===== src/rtl/lfsr_prng_pkg.sv =====
`default_nettype none
// ============================================================================
// Module      : lfsr_pkg
// Description : Shared constants for the LFSR family: structure selectors,
//               maximal-length default taps/seeds for common widths, and a
//               helper that turns a Fibonacci tap mask into the equivalent
//               Galois XOR mask.
// Revision    : 1.0 - initial release
// ============================================================================
package lfsr_pkg;

    localparam int MODE_FIB = 0;
    localparam int MODE_GAL = 1;

    // Fibonacci tap masks (bit i set = q[i] feeds the XOR), all maximal length.
    localparam logic [3:0]  c_TAPS_W4  = 4'b1100;
    localparam logic [7:0]  c_TAPS_W8  = 8'hB8;
    localparam logic [15:0] c_TAPS_W16 = 16'hB400;
    localparam logic [31:0] c_TAPS_W32 = 32'h8020_0003;

    // Seeds: MSB only; any nonzero value would do.
    localparam logic [3:0]  c_SEED_W4  = 4'b1000;
    localparam logic [7:0]  c_SEED_W8  = 8'h80;
    localparam logic [15:0] c_SEED_W16 = 16'h8000;
    localparam logic [31:0] c_SEED_W32 = 32'h8000_0000;

    // Galois mask = {TAPS[WIDTH-2:0], 1'b1}, zero above WIDTH-1.
    function automatic logic [31:0] galois_mask(input logic [31:0] taps,
                                                input int          width);
        logic [31:0] m;
        m = {taps[30:0], 1'b1};
        if (width < 32)
            m = m & ((32'd1 << width) - 32'd1);
        return m;
    endfunction

endpackage
`default_nettype wire


===== src/rtl/lfsr_prng_next_state.sv =====
`default_nettype none
// ============================================================================
// Module      : lfsr_next_state
// Description : Purely combinational LFSR successor function, Fibonacci or
//               Galois selected by MODE. Reused by scrambler blocks.
// Ports       : i_state    - current state (WIDTH)
//               o_next     - successor state (WIDTH)
// Revision    : 1.0 - initial release
// ============================================================================
module lfsr_next_state
    import lfsr_pkg::*;
#(
    parameter int               WIDTH = 4,
    parameter logic [WIDTH-1:0] TAPS  = 4'b1100,
    parameter int               MODE  = MODE_FIB
) (
    input  logic [WIDTH-1:0] i_state,
    output logic [WIDTH-1:0] o_next
);

    generate
        if (MODE == MODE_GAL) begin : g_galois
            localparam logic [WIDTH-1:0] c_GAL_MASK =
                WIDTH'(galois_mask(32'(TAPS), WIDTH));
            // Shift left; when the bit falling out of the MSB is 1, fold in the mask.
            assign o_next = {i_state[WIDTH-2:0], 1'b0}
                          ^ (i_state[WIDTH-1] ? c_GAL_MASK : '0);
        end else begin : g_fibonacci
            logic w_fb;
            assign w_fb   = ^(i_state & TAPS);
            assign o_next = {i_state[WIDTH-2:0], w_fb};
        end
    endgenerate

endmodule
`default_nettype wire


===== src/rtl/lfsr_prng.sv =====
`default_nettype none
// ============================================================================
// Module      : lfsr_prng
// Description : Parametrised LFSR pseudo-random generator with enable,
//               runtime seed load, period-wrap pulse and optional all-zero
//               lock-up recovery (macro LFSR_LOCKUP_RECOVERY_EN).
// Ports       : clock       - rising-edge clock
//               reset_n     - synchronous active-low reset
//               enable      - advance one state per cycle
//               load        - load seed_in (beats enable)
//               seed_in     - runtime seed (WIDTH)
//               q           - registered state (WIDTH)
//               bit_out     - serial output, q[WIDTH-1]
//               period_wrap - pulse when a step lands back on the seed
//               lockup      - pulse on all-zero recovery (0 if macro unset)
// Revision    : 1.0 - initial release
// ============================================================================
module lfsr_prng
    import lfsr_pkg::*;
#(
    parameter int               WIDTH = 4,
    parameter logic [WIDTH-1:0] TAPS  = 4'b1100,
    parameter logic [WIDTH-1:0] SEED  = 4'b1000,
    parameter int               MODE  = MODE_FIB
) (
    input  logic             clock,
    input  logic             reset_n,
    input  logic             enable,
    input  logic             load,
    input  logic [WIDTH-1:0] seed_in,
    output logic [WIDTH-1:0] q,
    output logic             bit_out,
    output logic             period_wrap,
    output logic             lockup
);

    logic [WIDTH-1:0] r_q;
    logic [WIDTH-1:0] r_seed;
    logic             r_wrap;
    logic [WIDTH-1:0] w_next;

    lfsr_next_state #(
        .WIDTH (WIDTH),
        .TAPS  (TAPS),
        .MODE  (MODE)
    ) u_next_state (
        .i_state (r_q),
        .o_next  (w_next)
    );

`ifdef LFSR_LOCKUP_RECOVERY_EN
    logic r_lock;

    always_ff @(posedge clock) begin
        if (!reset_n) begin
            r_q    <= SEED;
            r_seed <= SEED;
            r_wrap <= 1'b0;
            r_lock <= 1'b0;
        end else if (load) begin
            // A zero seed would freeze the generator; substitute SEED.
            if (seed_in == '0) begin
                r_q    <= SEED;
                r_seed <= SEED;
                r_lock <= 1'b1;
            end else begin
                r_q    <= seed_in;
                r_seed <= seed_in;
                r_lock <= 1'b0;
            end
            r_wrap <= 1'b0;
        end else if (enable) begin
            if (r_q == '0) begin
                r_q    <= SEED;
                r_wrap <= 1'b0;
                r_lock <= 1'b1;
            end else begin
                r_q    <= w_next;
                r_wrap <= (w_next == r_seed);
                r_lock <= 1'b0;
            end
        end else begin
            r_wrap <= 1'b0;
            r_lock <= 1'b0;
        end
    end

    assign lockup = r_lock;
`else
    always_ff @(posedge clock) begin
        if (!reset_n) begin
            r_q    <= SEED;
            r_seed <= SEED;
            r_wrap <= 1'b0;
        end else if (load) begin
            r_q    <= seed_in;
            r_seed <= seed_in;
            r_wrap <= 1'b0;
        end else if (enable) begin
            r_q    <= w_next;
            r_wrap <= (w_next == r_seed);
        end else begin
            r_wrap <= 1'b0;
        end
    end

    assign lockup = 1'b0;
`endif

    assign q           = r_q;
    assign bit_out     = r_q[WIDTH-1];
    assign period_wrap = r_wrap;

endmodule
`default_nettype wire


===== config.mk =====
export PLATFORM = sky130hd
export DESIGN_NAME = lfsr_prng
export DESIGN_NICKNAME = d
export VERILOG_FILES = /design/src/rtl/lfsr_prng_pkg.sv /design/src/rtl/lfsr_prng_next_state.sv /design/src/rtl/lfsr_prng.sv
export SDC_FILE = /design/constraint.sdc
export NUM_CORES = 1
export LEC_CHECK = 0
export CAP_MARGIN = 40
export CORE_AREA = 2 2 39 41
export CTS_CLUSTER_DIAMETER = 60
export DETAILED_ROUTE_END_ITERATION = 7
export DIE_AREA = 0 0 41 43
export GPL_TIMING_DRIVEN = 0
export SYNTH_ARGS = -nofsm -noshare
export SYNTH_HDL_FRONTEND = slang
export SYNTH_SLANG_ARGS = --single-unit

===== constraint.sdc =====
create_clock -name clock -period 1.2 [get_ports clock]
set_input_delay 0.12 -clock clock [delete_from_list [all_inputs] [get_ports clock]]
set_output_delay 0.12 -clock clock [all_outputs]
set_load 0.005 [all_outputs]

==> results of run 1 <==
-- worst max-delay path by stage --
stage / from / end / slack [ns] / cells past startpoint
6_report: q[2] / q[0] / 0.06 / 4
3_5_place_dp: load / r_seed[3] / -0.07 / 4
3_3_place_gp: load / r_seed[3] / -0.07 / 4
2_1_floorplan: q[2] / q[0] / 0.20 / 3
4_1_cts: q[0] / q[0] / 0.01 / 1
5_1_grt: q[2] / q[0] / 0.02 / 4
-- routing by layer --
| layer | share of wire (%) | global-route usage [%] | wire length (um) |
|---|---|---|---|
| met1 | 41 | 11.7 | 340 |
| met2 | 52 | 17.8 | 434 |
| met3 | 4.3 | 1.57 | 36 |
| met4 | 1.8 | 10.0 | 15 |
| met5 | 0 | 0 | 0 |
-- logic make-up after synthesis --
group | Yosys count | synth area share, %
mux | 2 | 4.76
compound gates | 10 | 16.7
other cells | 1 | 0.892
xor+xnor | 5 | 10.4
flops | 9 | 42.9
simple gates | 15 | 18.5
buf+inv | 4 | 5.95
-- report_power, final --
group / switching [mW] / total (mW) / internal [mW] / leakage, nW
clock: 0.107 / 0.235 / 0.128 / 0.0150
combinational: 0.0497 / 0.129 / 0.0791 / 0.189
sequential: 0.0108 / 0.326 / 0.316 / 0.0749
total: 0.167 / 0.690 / 0.523 / 0.278
-- area by class of cell --
class / count / area share [%]
multi-input cells: 33 / 35.0
flip-flops and latches: 9 / 30.3
repair buffers: 15 / 23.0
clock buffers: 4 / 4.28
plain buffers: 4 / 4.07
well taps: 16 / 3.26
-- timing repair --
item / 4_1_cts / 5_1_grt
pin swaps: 0 / 0
gates resized for setup: 8 / 2
buffers inserted: 3 / 0
setup endpoints to repair: 5 / 2
-- state kept, by name, indices dropped and copies added (netlist names) --
name         cells
period_wrap      1
q                4
r_seed           4
-- per-stage QoR --
stage / util, % / setup WS, ns / hold WS (ns)
finish: 44.4 / 0.0612 / 0.171
global route: 44.4 / 0.0163 / 0.183
detailed placement: 40.5 / -0.0671 / 0.443
global placement: 40.5 / -0.0743 / 0.449
floorplan: - / 0.204 / 0.196
CTS: 44.0 / 0.0118 / 0.166
-- critical path, stage by stage (launching register included) --
cell and delay [ns]:
sky130_fd_sc_hd__dfxtp_4 0.34, sky130_fd_sc_hd__buf_4 0.14, sky130_fd_sc_hd__xnor2_1 0.15, sky130_fd_sc_hd__a211o_1 0.31, sky130_fd_sc_hd__a21boi_2 0.12
-- layout by cell type (no fill, tap or decap) --
| cell type | instances |
|---|---|
| sky130_fd_sc_hd__conb_1 | 1 |
| sky130_fd_sc_hd__a21boi_0 | 3 |
| sky130_fd_sc_hd__nand3_1 | 1 |
| sky130_fd_sc_hd__nand2b_1 | 3 |
| sky130_fd_sc_hd__dfxtp_1 | 6 |
| sky130_fd_sc_hd__mux2i_1 | 2 |
| sky130_fd_sc_hd__nand2_1 | 4 |
| sky130_fd_sc_hd__xnor2_1 | 5 |
| sky130_fd_sc_hd__and2_1 | 2 |
| sky130_fd_sc_hd__buf_4 | 6 |
| sky130_fd_sc_hd__clkdlybuf4s50_1 | 6 |
| sky130_fd_sc_hd__clkbuf_4 | 3 |
| sky130_fd_sc_hd__buf_2 | 2 |
| sky130_fd_sc_hd__clkbuf_1 | 1 |
| sky130_fd_sc_hd__a211o_1 | 1 |
| sky130_fd_sc_hd__nor2b_1 | 2 |
| sky130_fd_sc_hd__dfxtp_2 | 2 |
| sky130_fd_sc_hd__nor4_1 | 1 |
| sky130_fd_sc_hd__o21ai_0 | 4 |
| sky130_fd_sc_hd__a21boi_2 | 1 |
| sky130_fd_sc_hd__dlymetal6s2s_1 | 2 |
| sky130_fd_sc_hd__a211oi_1 | 1 |
| sky130_fd_sc_hd__nor2_1 | 2 |
| sky130_fd_sc_hd__dfxtp_4 | 1 |
| sky130_fd_sc_hd__dlygate4sd2_1 | 3 |
==> summary.md, run 1 <==
| Metric | Value |
|---|---|
| Status | `finished, final reports clean` |
| Arrival time at the worst endpoint | `1.33 ns` |
| Share of the cycle needed by the critical path after routing | `94.9%` |
| Fmax achieved | `0.878 GHz` |
| Power Total | `~690 uW` |
| Most frequent cell after synthesis | `sky130_fd_sc_hd__dfxtp_1` |
| Diodes inserted | `0` |
| Count of unresolved DRC violations after routing | `0` |
| Die boundary height | `43 um` |
| Placer congestion estimate | `0.659` |
| Setup TNS Final | `0 ns` |
| Post-synthesis sequential area ratio | `42.9%` |
| Hold violation total from the final report | `0` |
| Required @ worst endpoint | `1.39 ns` |
| Total routing resource utilization after global routing | `11.2%` |
| Filler Cell Count | `147` |
| Clock sink count | `9` |
| Yosys Warn Count | `0` |
| End point of the most critical hold path | `period_wrap` |
| Detail-routed net length per standard cell | `10.2 um` |
| CP startpoint kind | `flop` |
| Total cell area at the placement stage | `around 560 um2` |
| DRC violation total after the first TritonRoute iteration | `1` |
| Setup repair after global routing missed its margin | `false` |
| Standard-cell row count | `14` |
| Antenna Nets Post-Route | `0` |
| Register cell area after layout | `186 um2` |
| Share of final-layout standard cells stronger than drive strength 1 | `between 20% and 30%` |
| Reg-to-reg endpoint | `q[0]` |
| Wire length of the first global-routing pass | `1.29 mm` |
| Synthesized netlist cell count | `46` |
| Number of H-tree levels | `1` |
| Setup violations, final | `0` |
| Setup crit end kind | `flop` |
| Clk Tree Root Cell | `sky130_fd_sc_hd__clkbuf_4` |
| Beginning of the worst hold path | `enable` |
| Skew final | `0.00576 ns` |
| Ranking of synthesized cells by instance count | `9 x sky130_fd_sc_hd__dfxtp_1, 5 x sky130_fd_sc_hd__xnor2_1, 4 x sky130_fd_sc_hd__nand2_1, 4 x sky130_fd_sc_hd__o21ai_0` |
| Distinct cells, synth | `18` |
| Crit path max fanout | `4` |
| Slew Viols, Final | `0` |
| Insertion delay of the later-clocked pin in the worst-skew pair | `0.26 ns` |
| Worst Reg-to-Reg Cells | `4` |
| Reg2Reg Launch Point | `q[2]` |
| Syn nets | `54` |
| Depth of the worst hold-timing path | `3` |
| Number of enable flip-flop cells after synthesis | `0` |
| Max Cap Viol | `0` |
| Inst Count DP | `74` |
| Final Net Count | `74` |
| Remaining global-route overflow | `0` |
| Finished layout cell area | `around 610 um2` |
| Area enclosed by the die boundary | `~1800 um2` |
| Number of global-route vias before repair | `350` |
| Width of the die | `~40 um` |
| Final critical-path required period | `roughly 1.1 ns` |
| CP Class | `reg2reg` |
| Peak ir drop on the vdd network | `527 uV` |
| Largest net degree at the start of global routing | `11` |
| Power density cells | `1120 nW/um2` |
| Fraction of registers with async set or reset after synthesis | `0%` |
| Antenna violations before repair | `0` |
| Post-synthesis to final-layout area growth | `46.1%` |
| Post-CTS Hold Buffers | `0` |
| Area of the mapped netlist | `420 um2` |
| Floorplan Core Area | `around 1400 um2` |
| TritonCTS clock tree | `yes` |
| Number of I/O port buffers | `12` |
| Effective utilization at floorplan | `30.4%` |
| Worst Hold Class | `in2reg` |
| Main area contributors after synthesis | `sky130_fd_sc_hd__dfxtp_1 43%, sky130_fd_sc_hd__xnor2_1 10%, sky130_fd_sc_hd__a21boi_0 5.4%` |
| Area of the multi-input gates | `215 um2` |
| Count of pins on the block boundary | `15` |
| Overall via count from detail_route | `359` |
| WL final | `about 830 um` |
| Number of detailed-route iterations in the first pass | `2` |
| Area share of the largest cell type after synthesis | `42.9%` |
| Vias per Instance | `~4.4` |
| Clock transition at the registers of the reported paths | `0.07 ns` |
| Leakage dissipation | `0.278 nW` |
| TritonCTS Buffers | `3` |
| Number of flip-flops and latches in the synthesized netlist | `9` |
| FF-to-FF setup slack | `0.06 ns` |
| Final standard cell count with taps included and fillers excluded | `between 80 and 90` |
| Synth area leader | `sky130_fd_sc_hd__dfxtp_1` |
| Number of buffers between clock root and the deepest sink | `2` |
| Mean instance size in the synthesized netlist | `9.14 um2` |
| Prevailing post-synth register cell | `sky130_fd_sc_hd__dfxtp_1` |
No activity file was read; power rests on OpenSTA's default activity.
==> run 2: changes to the inputs <==
- DONT_BUFFER_PORTS: not set -> 1
==> run 2 against run 1 <==
- core utilization is 9.2 points lower
- sequential share of layout area is 6.7 points higher
- critical path depth is 1 lower
==> summary.md, run 2 (synthesis gave the netlist of run 1 again) <==
| Metric | Value |
|---|---|
| Number of H-tree levels | `1` |
| Setup violations, final | `0` |
| Total routing resource utilization after global routing | `11.9%` |
| Number of I/O port buffers | `0` |
| Width of the die | `approximately 41 um` |
| Reg2Reg Launch Point | `q[2]` |
| Finished layout cell area | `487 um2` |
| Vias per Instance | `between 4 and 5` |
| Status | `finished, final reports clean` |
| Leakage dissipation | `about 0.18 nW` |
| Setup repair after global routing missed its margin | `false` |
| Area enclosed by the die boundary | `1760 um2` |
| Total of cells resized after clock tree synthesis | `0` |
| Required @ worst endpoint | `1.40 ns` |
| Buffers inserted during post-CTS setup optimization | `0` |
| Hold violation total from the final report | `0` |
| Post-CTS Hold Buffers | `1` |
| Share of final-layout standard cells stronger than drive strength 1 | `15.4%` |
| Skew final | `0.00332 ns` |
| Standard-cell row count | `14` |
| Largest net degree at the start of global routing | `11` |
| Power density cells | `1330 nW/um2` |
| Antenna Nets Post-Route | `0` |
| TritonCTS Buffers | `3` |
| Max Cap Viol | `0` |
| CP Class | `reg2reg` |
| Clock transition at the registers of the reported paths | `0.06 ns` |
| Effective utilization at floorplan | `a little over 30%` |
| Count of unresolved DRC violations after routing | `0` |
| Clk Tree Root Cell | `sky130_fd_sc_hd__clkbuf_4` |
| Setup crit end kind | `flop` |
| Power Total | `647 uW` |
| Post-synthesis to final-layout area growth | `15.8%` |
| Diodes inserted | `0` |
| Final Net Count | `slightly above 60` |
| Detail-routed net length per standard cell | `~12 um` |
| Placer congestion estimate | `0.707` |
| Number of buffers between clock root and the deepest sink | `2` |
| Launch point of the worst path | `q[2]` |
| Number of detailed-route iterations in the first pass | `3` |
| Share of the cycle needed by the critical path after routing | `89.4%` |
| Sequence of cells on the critical path | `xnor2_1, a211o_1, a21boi_2` |
| Slowest cell on crit path | `sky130_fd_sc_hd__dfxtp_1` |
| Insertion delay of the later-clocked pin in the worst-skew pair | `0.26 ns` |
| Post-detailed-placement half-perimeter wirelength | `just under 600 um` |
| WL final | `816 um` |
| Most common cell after layout, fill and taps aside | `sky130_fd_sc_hd__dfxtp_1` |
| Slew Viols, Final | `0` |
| Worst Hold Class | `in2reg` |
| Count of pins on the block boundary | `15` |
| Wire length of the first global-routing pass | `~1.3 mm` |
| Final critical-path required period | `1.07 ns` |
| Highest-count cells in the layout ignoring fill and taps | `9 x sky130_fd_sc_hd__dfxtp_1, 5 x sky130_fd_sc_hd__xnor2_1, 4 x sky130_fd_sc_hd__o21ai_0, 4 x sky130_fd_sc_hd__nand2_1` |
| Peak ir drop on the vdd network | `412 uV` |
| CP startpoint kind | `flop` |
| Crit path max fanout | `5` |
| Fmax achieved | `a little over 0.9 GHz` |
| Floorplan Core Area | `1380 um2` |
| Number of global-route vias before repair | `311` |
| TritonCTS clock tree | `yes` |
| Remaining global-route overflow | `0` |
| Overall via count from detail_route | `approximately 310` |
| DRC violation total after the first TritonRoute iteration | `1` |
| Beginning of the worst hold path | `reset_n` |
| Setup TNS Final | `0 ns` |
| Peak per-stage delay on the critical path | `0.44 ns` |
| Arrival time at the worst endpoint | `1.27 ns` |
| Clock sink count | `9` |
| Die boundary height | `43 um` |
| Total cell area at the placement stage | `440 um2` |
| Antenna violations before repair | `0` |
==> run 2: changes by cell type in the layout (fill, tap and decap cells not counted), sizes merged <==
cell | previous run | this run
dlygate4sd2 | 3 | 0
dlymetal6s2s | 2 | 0
dlygate4sd3 | 0 | 2
clkdlybuf4s50 | 6 | 0
buf | 8 | 4
==> run 2: metrics by stage <==
stage          hold WS [ns]  setup WS [ns]  utilization, %  cells
6_report             0.0125          0.127            35.2     68
5_1_grt             0.00251         0.0788            35.2     68
4_1_cts            0.000792          0.110            34.4     67
3_5_place_dp          0.206          0.125            31.8     62
3_3_place_gp          0.204          0.132            31.8     62
2_1_floorplan         0.196          0.204               -     46
==> run 2: routing by layer <==
layer / GRT usage (%) / routed length (um) / up-vias
met5: 0 / 0 / -
met4: 10.0 / 18 / 0
li1: - / - / 161
met1: 13.3 / 384 / 137
met3: 4.71 / 38 / 2
met2: 16.6 / 374 / 9
==> run 2: area by class of cell <==
type | count | area (um2)
fillers | 145 | 897
well taps | 16 | 20.0
repair buffers | 2 | 20.0
flip-flops and latches | 9 | 180
multi-input cells | 33 | 215
clock buffers | 4 | 26.3
plain buffers | 4 | 25.0
==> run 2: where the power goes <==
part	internal [mW]	switching, mW
logic	0.0465	0.0340
registers	0.316	0.0186
clock network	0.128	0.105
==> run 2: final timing paths <==
kind	endpoint	slack, ns	cells after the start
min	period_wrap	0.01	2
min reg2reg	r_seed[0]	0.50	2
max reg2reg	q[0]	0.13	3
max	q[0]	0.13	3
==> run 2: worst max-delay path: cells and delay by family (launching register included) <==
kind | cells | cell delay, ns
AO/OA/AOI/OAI | 2 | 0.44
flip-flops | 1 | 0.44
XOR/XNOR | 1 | 0.14
==> run 3: changes to the inputs <==
- PLACE_DENSITY_LB_ADDON: not set -> 0.05
==> run 3 against run 2 <==
- non-clock buffer count down 1
- sequential power about the same
- critical path depth is the same
- register-to-register slack worse by 0.03 ns
- flip-flop and latch count unchanged
- final cell count down 1.5%
- via count is 3.9% higher
- clock power about the same
- critical path type unchanged
- critical endpoint unchanged
- largest power group unchanged
==> summary.md, run 3 (synthesis gave the netlist of run 1 again) <==
| Metric | Value |
|---|---|
| Status | `finished, final reports clean` |
| Hold violation total from the final report | `0` |
| Setup crit end kind | `flop` |
| Power density cells | `1350 nW/um2` |
| Number of detailed-route iterations in the first pass | `2` |
| Peak ir drop on the vdd network | `464 uV` |
| Fmax achieved | `0.907 GHz` |
| Placer congestion estimate | `0.650` |
| Buffers inserted during post-CTS setup optimization | `0` |
| Diodes inserted | `0` |
| Max Cap Viol | `0` |
| TritonCTS clock tree | `yes` |
| Most common cell after layout, fill and taps aside | `sky130_fd_sc_hd__dfxtp_1` |
| Width of the die | `41 um` |
| Final critical-path required period | `1.10 ns` |
| Floorplan Core Area | `1380 um2` |
| Register cell area after layout | `180 um2` |
| Insertion delay of the later-clocked pin in the worst-skew pair | `0.26 ns` |
| TritonCTS Buffers | `3` |
| Slowest cell on crit path | `sky130_fd_sc_hd__dfxtp_1` |
| Worst Hold Class | `in2reg` |
| Largest net degree at the start of global routing | `11` |
| Leakage dissipation | `0.181 nW` |
| Filler Cell Count | `about 160` |
| Count of pins on the block boundary | `15` |
| Final Net Count | `60` |
| Antenna violations before repair | `0` |
| Setup violations, final | `0` |
| Remaining global-route overflow | `0` |
| Post-Place Setup Slack | `about 0.11 ns` |
| Total routing resource utilization after global routing | `between 10% and 20%` |
| Die boundary height | `43 um` |
| Post-CTS Hold Buffers | `1` |
| Clock transition at the registers of the reported paths | `0.06 ns` |
| Share of final-layout standard cells stronger than drive strength 1 | `15.7%` |
| Number of global-route vias before repair | `~320` |
| Highest-count cells in the layout ignoring fill and taps | `9 x sky130_fd_sc_hd__dfxtp_1, 5 x sky130_fd_sc_hd__xnor2_1, 4 x sky130_fd_sc_hd__o21ai_0, 4 x sky130_fd_sc_hd__nand2_1` |
| Area of the multi-input gates | `215 um2` |
| FF-to-FF setup slack | `0.1 ns` |
| Wire length of the first global-routing pass | `1.40 mm` |
| CP startpoint kind | `flop` |
| Setup repair after global routing missed its margin | `false` |
| Setup TNS Final | `0 ns` |
| Crit path max fanout | `5` |
| Share of the cycle needed by the critical path after routing | `91.9%` |
| Clock sink count | `9` |
| Number of H-tree levels | `1` |
| Number of I/O port buffers | `0` |
| WL final | `816 um` |
| Peak per-stage delay on the critical path | `0.44 ns` |
| Slew Viols, Final | `0` |
| Clk Tree Root Cell | `sky130_fd_sc_hd__clkbuf_4` |
| Skew final | `0.00305 ns` |
| Overall via count from detail_route | `321` |
| Standard-cell row count | `14` |
| Final core occ | `34.4%` |
| Count of unresolved DRC violations after routing | `0` |
| Top delay family on crit path | `compound AO/OA/AOI/OAI gates` |
| Effective utilization at floorplan | `30.4%` |
| DRC violation total after the first TritonRoute iteration | `2` |
| Total of cells resized after clock tree synthesis | `0` |
| Vias per Instance | `4.79` |
| Area enclosed by the die boundary | `between 1500 and 2000 um2` |
| Setup ws final | `0.0975 ns` |
| Inst Count DP | `62` |
| Detail-routed net length per standard cell | `between 10 and 15 um` |
| Number of buffers between clock root and the deepest sink | `2` |
| Arrival time at the worst endpoint | `1.30 ns` |
| CP Class | `reg2reg` |
| Number of buffer and inverter instances along the worst setup path | `0` |
| Antenna Nets Post-Route | `0` |
| Final standard cell count with taps included and fillers excluded | `67` |
| Sequence of cells on the critical path | `xnor2_1, a211o_1, a21boi_2` |
| Required @ worst endpoint | `~1.4 ns` |
| Post-synthesis to final-layout area growth | `13.4%` |
-- run 3: routing by layer --
layer  vias up  track usage [%]  wire length, um
met5         -                0                0
met2        10             16.6              395
met1       150             14.5              348
li1        161                -                -
met4         0             8.00                0
met3         0             4.71               73
-- run 3: layout make-up --
class / instances / share of cell area, %
timing repair buffer: 1 / 2.10
buffer: 4 / 5.25
multi-input combinational: 33 / 45.1
tap: 16 / 4.20
clock buffer: 4 / 5.51
sequential: 9 / 37.8
-- run 3: through the flow --
step	power [mW]	hold WS (ns)	instance area (um2)
after floorplan	0.403	0.196	420
after global placement	0.414	0.199	440
after detailed placement	0.417	0.214	440
after CTS	0.661	0.00417	477
after global routing	0.693	0.00251	477
final	0.645	0.0138	477
-- run 3: where the power goes --
part / switching, mW / internal [mW]
sequential: 0.0185 / 0.316
clock: 0.104 / 0.128
combinational: 0.0352 / 0.0443
total: 0.157 / 0.488
-- run 3: final timing paths --
path,cells past startpoint,endpoint,from
hold / removal,1,r_seed[0],reset_n
setup / recovery,3,q[0],q[2]
setup reg to reg,3,q[0],q[2]
hold reg to reg,2,r_seed[2],r_seed[2]
